==> config.mk <==
export PLATFORM = sky130hd
export DESIGN_NAME = cnn_mac_arb
export DESIGN_NICKNAME = d
export VERILOG_FILES = /design/src/rtl/cnn_mac_arb_pkg.sv /design/src/rtl/cnn_mac_arb_mul.sv /design/src/rtl/cnn_mac_arb.sv
export SDC_FILE = /design/constraint.sdc
export NUM_CORES = 1
export LEC_CHECK = 0
export ABC_AREA = 1
export BUFFER_PORTS_ARGS = -buffer_cell sky130_fd_sc_hd__buf_2
export CAP_MARGIN = 20
export CORE_AREA = 2 2 159 238
export DETAILED_ROUTE_END_ITERATION = 10
export DIE_AREA = 0 0 161 240
export SYNTH_ARGS = -nofsm -noshare
export SYNTH_HDL_FRONTEND = slang
export SYNTH_SLANG_ARGS = --single-unit
==> constraint.sdc <==
create_clock -name ap_clk -period 8.5 [get_ports ap_clk]
set_input_delay 0 -clock ap_clk [delete_from_list [all_inputs] [get_ports ap_clk]]
set_output_delay 0 -clock ap_clk [all_outputs]
set_load 0.02 [all_outputs]
==> src/rtl/cnn_mac_arb_pkg.sv <==
// Shared widths and the beat record for the round-robin MAC arbiter.
package cnn_mac_arb_pkg;

  localparam int A_W       = 10;
  localparam int B_W       = 14;
  localparam int P_W       = A_W + B_W;
  localparam int ACC_W_DEF = 32;

  // Operand pair plus end-of-dot-product flag, as captured in S1.
  typedef struct packed {
    logic signed [A_W-1:0] a;
    logic signed [B_W-1:0] b;
    logic                  last;
  } beat_t;

endpackage

==> src/rtl/cnn_mac_arb_mul.sv <==
// Signed 10x14 -> 24 multiply; purely combinational so it folds into a DSP slice
// between the S1 and S2 registers.
module cnn_mac_arb_mul
  import cnn_mac_arb_pkg::*;
(
  input  logic signed [A_W-1:0] a_i,
  input  logic signed [B_W-1:0] b_i,
  output logic signed [P_W-1:0] p_o
);

  assign p_o = a_i * b_i;

endmodule

==> src/rtl/cnn_mac_arb.sv <==
// N_REQ requesters share one multiplier through a round-robin arbiter.
// Pipeline: S1 (operands) -> mul -> S2 (product) -> S3 (accumulate / output).
module cnn_mac_arb
  import cnn_mac_arb_pkg::*;
#(
  parameter int N_REQ = 2,
  parameter int ACC_W = ACC_W_DEF
) (
  input  logic                                   ap_clk,
  input  logic                                   ap_rst_n,
  input  logic [N_REQ-1:0]                       req_valid,
  output logic [N_REQ-1:0]                       req_ready,
  input  logic [N_REQ*A_W-1:0]                   req_a,
  input  logic [N_REQ*B_W-1:0]                   req_b,
  input  logic [N_REQ-1:0]                       req_last,
  output logic                                   out_valid,
  input  logic                                   out_ready,
  output logic [(N_REQ>1?$clog2(N_REQ):1)-1:0]   out_id,
  output logic [ACC_W-1:0]                       out_data
);

  localparam int ID_W = (N_REQ > 1) ? $clog2(N_REQ) : 1;

  logic [ID_W-1:0]             ptr_q;
  logic [ID_W-1:0]             gnt_id, hi_id, lo_id;
  logic                        gnt_any, hi_any, lo_any;
  logic                        stall, accept;
  beat_t                       sel_beat;

  // vld_pipe_q[0] = S1 valid, vld_pipe_q[1] = S2 valid
  logic [1:0]                  vld_pipe_q;
  beat_t                       s1_q;
  logic [ID_W-1:0]             s1_id_q;
  logic signed [P_W-1:0]       prod;
  logic signed [P_W-1:0]       s2_prod_q;
  logic [ID_W-1:0]             s2_id_q;
  logic                        s2_last_q;

  logic [N_REQ-1:0][ACC_W-1:0] acc_q;
  logic [ACC_W-1:0]            sum;

  logic                        out_valid_q;
  logic [ID_W-1:0]             out_id_q;
  logic [ACC_W-1:0]            out_data_q;

  // Only a finished result that cannot leave the output register blocks the pipe.
  assign stall = out_valid_q & ~out_ready & vld_pipe_q[1] & s2_last_q;

  // Round-robin pick: lowest valid index above the pointer, else lowest at/below it.
  always_comb begin
    hi_any = 1'b0;
    lo_any = 1'b0;
    hi_id  = '0;
    lo_id  = '0;
    for (int i = N_REQ - 1; i >= 0; i--) begin
      if (req_valid[i]) begin
        if (i > int'(ptr_q)) begin
          hi_any = 1'b1;
          hi_id  = ID_W'(i);
        end else begin
          lo_any = 1'b1;
          lo_id  = ID_W'(i);
        end
      end
    end
    gnt_any = hi_any | lo_any;
    gnt_id  = hi_any ? hi_id : lo_id;
  end

  // One-hot ready; never raised in reset or while the pipe is stalled.
  always_comb begin
    req_ready = '0;
    if (ap_rst_n && gnt_any && !stall) req_ready[gnt_id] = 1'b1;
  end

  assign accept = ap_rst_n & gnt_any & ~stall;

  // Operand mux for the granted requester.
  always_comb begin
    sel_beat = '0;
    for (int i = 0; i < N_REQ; i++) begin
      if (gnt_id == ID_W'(i)) begin
        sel_beat.a    = req_a[i*A_W +: A_W];
        sel_beat.b    = req_b[i*B_W +: B_W];
        sel_beat.last = req_last[i];
      end
    end
  end

  // Arbiter pointer moves only on an accepted beat.
  always_ff @(posedge ap_clk or negedge ap_rst_n) begin
    if (!ap_rst_n)   ptr_q <= ID_W'(N_REQ - 1);
    else if (accept) ptr_q <= gnt_id;
  end

  // S1 and S2 registers; both freeze as a unit on stall.
  always_ff @(posedge ap_clk or negedge ap_rst_n) begin
    if (!ap_rst_n) begin
      vld_pipe_q <= '0;
      s1_q       <= '0;
      s1_id_q    <= '0;
      s2_prod_q  <= '0;
      s2_id_q    <= '0;
      s2_last_q  <= 1'b0;
    end else if (!stall) begin
      vld_pipe_q <= {vld_pipe_q[0], accept};
      if (accept) begin
        s1_q    <= sel_beat;
        s1_id_q <= gnt_id;
      end
      s2_prod_q <= prod;
      s2_id_q   <= s1_id_q;
      s2_last_q <= s1_q.last;
    end
  end

  cnn_mac_arb_mul u_mul (
    .a_i (s1_q.a),
    .b_i (s1_q.b),
    .p_o (prod)
  );

  // Sign-extended product added to the owner's running sum, wrapping at ACC_W.
  assign sum = acc_q[s2_id_q] + ACC_W'(s2_prod_q);

  // S3 accumulators: partial sums kept, finished sums cleared for the next dot product.
  always_ff @(posedge ap_clk or negedge ap_rst_n) begin
    if (!ap_rst_n) begin
      acc_q <= '0;
    end else if (vld_pipe_q[1] && !stall) begin
      for (int i = 0; i < N_REQ; i++) begin
        if (s2_id_q == ID_W'(i)) acc_q[i] <= s2_last_q ? '0 : sum;
      end
    end
  end

  // Output register: loads on a last beat (also straight after a handshake), else drains.
  always_ff @(posedge ap_clk or negedge ap_rst_n) begin
    if (!ap_rst_n) begin
      out_valid_q <= 1'b0;
      out_id_q    <= '0;
      out_data_q  <= '0;
    end else if (vld_pipe_q[1] && s2_last_q && !stall) begin
      out_valid_q <= 1'b1;
      out_id_q    <= s2_id_q;
      out_data_q  <= sum;
    end else if (out_ready) begin
      out_valid_q <= 1'b0;
    end
  end

  assign out_valid = out_valid_q;
  assign out_id    = out_id_q;
  assign out_data  = out_data_q;

endmodule
==> results_dict.tcl, run 1 <==
set metrics [dict create \
    worstSetupEndpointType "flop" \
    rows 86 \
    grtUsageTotal_pct 23.0 \
    ys.flop_type "dfrtp_1" \
    drc 0 \
    finalInstanceArea_sq_um 16400 \
    rsz0062_at_grt "false" \
    grt_pass1_wl_um 69000 \
    cts_resized 0 \
    synth_area_sq_um 14400 \
    finalMaxSlewViolations 0 \
    yosysMostFrequentCell "nand2_1" \
    drive_above_1_share_pct 8.01 \
    post-route-period-util_pct 64.6 \
    die_area_sq_um 38600 \
    syn_to_final_growth_pct 13.8 \
    numCtsBuffers 17 \
    hold_path_class "in -> reg" \
    port_buffers 90 \
    core_sq_um 36600 \
    synthCells 2040 \
    maxCapViolations 0 \
    cts_tree "built" \
    post-dp-hpwl_um 33100 \
    final_cells 2646 \
    dp_slack_ns 2.98 \
    setup_viol 0 \
    cts_root_buffer "clkbuf_16" \
    dp_cells 2556 \
    postCtsSetupBuffers 0 \
    initial_utilization_pct 39.4 \
    routed_wl_um 42800 \
    synthTopCellsByArea "dfrtp_1, nand2_1, fa_1" \
    outcome "finished, final reports clean" \
    worst_pin_slew_ns 1.08 \
    synth.largest_area_cell "dfrtp_1" \
    synth_edf_count 0 \
    ys_types 39 \
    place_congestion 0.959 \
    fmax_ghz 0.182 \
    ant_nets 0 \
    ys_warn_count 0 \
    synth_top_area_share_pct 26.4 \
    setup_ws_ns 3.01 \
    clk_latency_ns 0.46 \
    grt_max_degree 68 \
    placed_area_sq_um 15300 \
    clkTransAtPathRegs_ns 0.08 \
    ys_async_sr_fraction_pct 100 \
    arrival_ns 5.83 \
    antenna_found_initial 2 \
    seqCellArea_sq_um 3830 \
    first_iter_violations 741 \
    nets 2414 \
    min_period_ns 5.49 \
    cts_sinks 153 \
    hold_viol 0 \
    worst-setup-path-type "reg -> reg" \
    ys_seq_area_share_pct 26.6 \
    multiInputGateArea_sq_um 8880 \
    worstSetupStartpointType "flop" \
    vias_per_cell 4.89 \
    slew-limit-headroom_pct 27.9 \
    wl_per_cell_um 16.2 \
    grt.overflow.total 0 \
    syn_area_per_cell_sq_um 7.07 \
    syn_nets 2307 \
    grt_pass1_vias 13600 \
    setup-tns-final_ns 0 \
    crit_fanout 15 \
    clock_skew_ns 0.0170 \
    required_ns 8.84 \
    die_width_um 161 \
    h-tree-depth 4 \
    pin_count 91 \
    first_pass_iters 6 \
    synth_seq_cells 153 \
    via_count 12900 \
    ys_top_cells_by_count "nand2_1, inv_1, dfrtp_1, fa_1, nand3_1" \
    die_y_um 240 \
    nFillCells 3853 \
    cts_buffer_depth 2 \
]
-- layout by cell type, fill, tap and decap left out, types with 8 or more instances in the layout --
master | netlist | final
nand3_1 | 112 | 112
nor3_1 | 8 | 8
fa_1 | 124 | 124
a21oi_1 | 50 | 50
buf_2 | 23 | 89
ha_1 | 88 | 88
dfrtp_1 | 152 | 152
o21ai_1 | 20 | 20
nand2_1 | 837 | 837
xnor2_1 | 10 | 10
inv_2 | 7 | 8
nor3_2 | 8 | 8
nor2_1 | 62 | 60
inv_1 | 371 | 370
nand2_2 | 14 | 14
clkbuf_16 | 0 | 17
dlygate4sd3_1 | 0 | 56
nand4_1 | 15 | 15
o21ai_0 | 41 | 41
xor2_1 | 18 | 18
-- timing repair --
action / CTS / global route
endpoints found under the setup margin: 0 / 0
hold buffers: 56 / 0
endpoints found under the hold margin: 55 / 0
-- stage by stage --
step | hold WS [ns] | utilization (%)
2_1_floorplan | -0.296 | -
3_3_place_gp | -0.105 | 41.7
3_5_place_dp | -0.101 | 41.7
4_1_cts | 0.0755 | 44.8
5_1_grt | 0.155 | 44.8
6_report | 0.0844 | 44.8
-- final cells by class --
type                            instances  area share, %
Tap cell                              484           3.69
Antenna cell                            2         0.0305
Multi-Input combinational cell       1441           54.1
Timing Repair Buffer                  153           6.52
Inverter                              381           8.72
Sequential cell                       153           23.3
Clock inverter                         14          0.908
Clock buffer                           18           2.68
-- final timing paths --
path | start | to | slack (ns) | depth (start not counted)
max in group asynchronous | ap_rst_n | s1_q[5]$_DFFE_PN0P_ | 6.82 | 4
min | req_valid[0] | s1_id_q$_DFFE_PN0P_ | 0.08 | 6
min reg2reg | s1_q[0]$_DFFE_PN0P_ | s2_last_q$_DFFE_PN0N_ | 0.47 | 2
max | s1_q[16]$_DFFE_PN0P_ | s2_prod_q[22]$_DFFE_PN0N_ | 3.01 | 17
max reg2reg | s1_q[16]$_DFFE_PN0P_ | s2_prod_q[22]$_DFFE_PN0N_ | 3.01 | 17
min in group asynchronous | ap_rst_n | out_data[6]$_DFFE_PN0P_ | 0.52 | 3
-- worst max-delay path: stages (launching register included) --
cell	delay, ns
dfrtp_1	0.70
nand2_1	0.24
fa_1	0.66
fa_1	0.67
inv_1	0.12
fa_1	0.49
inv_1	0.05
fa_1	0.49
fa_1	0.55
inv_1	0.04
ha_1	0.37
nand2_1	0.12
nor3_1	0.32
nand4_1	0.21
nand3_1	0.13
nand2_1	0.06
nand3_1	0.07
nand2_1	0.06
-- layer usage --
layer / vias up / global-route usage, % / part of all wire, %
met5: - / 0 / 0
met4: 0 / 9.50 / 3.7
met3: 86 / 2.43 / 3.1
met2: 303 / 45.6 / 56
met1: 6226 / 24.3 / 37
li1: 6325 / - / -
-- state kept, by name (all words and copies together) (netlist names) --
register    flops
acc_q          64
out_data       32
out_id          1
out_valid       1
ptr_q           1
s1_id_q         1
s1_q           25
s2_id_q         1
s2_last_q       1
s2_prod_q      24
vld_pipe_q      2
-- cell families (layout without fill, tap and decap cells) --
kind of cell,after synthesis,after routing,synth area share [%]
compound gates,121,121,4.36
xor+xnor,29,29,1.81
fa+ha+maj,212,212,24.9
buf+inv,446,566,11.9
flops,153,153,26.6
other cells,0,2,0
simple gates,1079,1079,30.5
Power of run 1 is left out: the tool's default activity adds up to more than one toggle a clock period on the data nets, which glitch-free logic cannot reach.
==> run 2: changes to the inputs <==
- clock period: 8.5 -> 5.2 ns (I/O delays scaled with it)
==> run 2 against run 1 <==
Core utilization rose by 1.5 points. Clock-buffer cell count did not move. Worst setup slack got worse by 2.9 ns. Design area rose by 3.3%. Hold slack got worse by 0.041 ns. Sequential cell count did not move. Non-clock buffer count rose by 63. Clock skew rose by 0.0084 ns. Routed wire length rose by 3.5%. Register-to-register slack got worse by 2.9 ns. Sequential share of layout area fell by 0.63 points. Global-route usage rose by 0.44 points. Largest cell class unchanged.
==> results_dict.tcl, run 2 (synthesis gave the netlist of run 1 again) <==
set metrics [dict create \
    required_ns 5.51 \
    post-dp-hpwl_um 34400 \
    cts_buffer_depth 2 \
    clkTransAtPathRegs_ns 0.08 \
    largest_register_ffs 64 \
    cts_tree "built" \
    worstSetupEndpointType "flop" \
    cts_sinks 153 \
    outcome "finished, final reports clean" \
    worst_hold_slack_ns 0.0437 \
    finalInstanceArea_sq_um 16900 \
    cts_root_buffer "clkbuf_16" \
    die_width_um 161 \
    clock_skew_ns 0.0254 \
    min_period_ns 5.07 \
    final_util_pct 46.3 \
    placed_area_sq_um 15600 \
    numCtsBuffers 17 \
    port_buffers 90 \
    setup_viol 0 \
    seqCellArea_sq_um 3850 \
    hold_path_class "in -> async" \
    nFillCells 3743 \
    grt.overflow.total 0 \
    vias_per_cell 4.90 \
    regMostFlops "acc_q" \
    hold_viol 0 \
    grt_max_degree 63 \
    pin_count 91 \
    final_common_cell "nand2_1" \
    first_iter_violations 647 \
    antenna_found_initial 2 \
    wl_per_cell_um 16.3 \
    finalMaxSlewViolations 0 \
    worst_pin_slew_ns 0.911 \
    grt_pass1_wl_um 69800 \
    clk_latency_ns 0.46 \
    drive_above_1_share_pct 12.0 \
    fmax_ghz 0.197 \
    via_count 13300 \
    grtUsageTotal_pct 23.4 \
    syn_to_final_growth_pct 17.5 \
    first_pass_iters 8 \
    drc 0 \
    slew-limit-headroom_pct 39.2 \
    ant_nets 0 \
    h-tree-depth 4 \
    multiInputGateArea_sq_um 8930 \
    crit_fanout 7 \
    grt_pass1_vias 13600 \
    routed_wl_um 44300 \
    die_area_sq_um 38600 \
    worstSetupStartpointType "flop" \
    post-route-period-util_pct 97.4 \
    layout_common_cells "nand2_1, inv_1, dfrtp_1" \
    die_y_um 240 \
    maxCapViolations 0 \
    nets 2477 \
    rows 86 \
    place_congestion 0.969 \
    worst-setup-path-type "reg -> reg" \
    arrival_ns 5.38 \
    initial_utilization_pct 39.4 \
    core_sq_um 36600 \
]
## run 2: layout make-up
cell class,count,share of cell area [%]
clock buffer,18,2.59
clock inverter,13,0.635
timing repair buffer,216,9.28
antenna,2,0.0295
tap,484,3.57
multi-input combinational,1441,52.7
inverter,381,8.46
sequential,153,22.7
## run 2: critical path, cell delays in order (launching register included)
cell,delay (ns)
dfrtp_1,0.40
clkinvlp_4,0.19
buf_4,0.18
nor2_1,0.10
fa_1,0.46
fa_1,0.52
fa_1,0.43
fa_1,0.49
inv_1,0.05
fa_1,0.47
inv_1,0.06
ha_1,0.35
a21oi_1,0.27
o21ai_0,0.22
buf_4,0.18
a21oi_1,0.20
xor2_1,0.24
o21ai_0,0.10
## run 2: through the flow
step                instances  setup slack [ns]  TNS, ns
finish                   2708             0.134        0
global route             2708           -0.0176  -0.0327
global placement         2604           -0.0965   -0.177
detailed placement       2604           -0.0690   -0.146
CTS                      2689            0.0137        0
floorplan                2040             0.410        0
## run 2: path summary, 6_finish.rpt
| kind | startpoint | endpoint | slack (ns) | cells after the start |
|---|---|---|---|---|
| max in group asynchronous | ap_rst_n | s1_q[5]$_DFFE_PN0P_ | 3.94 | 3 |
| hold / removal | ap_rst_n | out_data[9]$_DFFE_PN0P_ | 0.04 | 2 |
| hold reg to reg | vld_pipe_q[0]$_DFFE_PN0N_ | vld_pipe_q[1]$_DFFE_PN0N_ | 0.45 | 2 |
| min in group ap_clk | req_a[4] | s1_q[19]$_DFFE_PN0P_ | 0.29 | 4 |
| setup reg to reg | s1_q[24]$_DFFE_PN0P_ | s2_prod_q[15]$_DFFE_PN0N_ | 0.13 | 17 |
| setup / recovery | s1_q[24]$_DFFE_PN0P_ | s2_prod_q[15]$_DFFE_PN0N_ | 0.13 | 17 |
## run 2: what timing repair did
item / in CTS / in global routing
setup buffers: 0 / 17
hold buffers: 54 / 0
gates resized for setup: 6 / 27
endpoints found under the setup margin: 3 / 11
hold endpoints to repair: 66 / 0
## run 2: metal layers
metal / global-route usage (%) / vias to the layer above / share of wire [%]
li1: - / 6456 / -
met3: 2.02 / 120 / 2.3
met5: 0 / - / 0
met2: 46.5 / 289 / 56
met4: 12.5 / 0 / 5.4
met1: 23.8 / 6399 / 36
Power of run 2 is left out for the same reason.
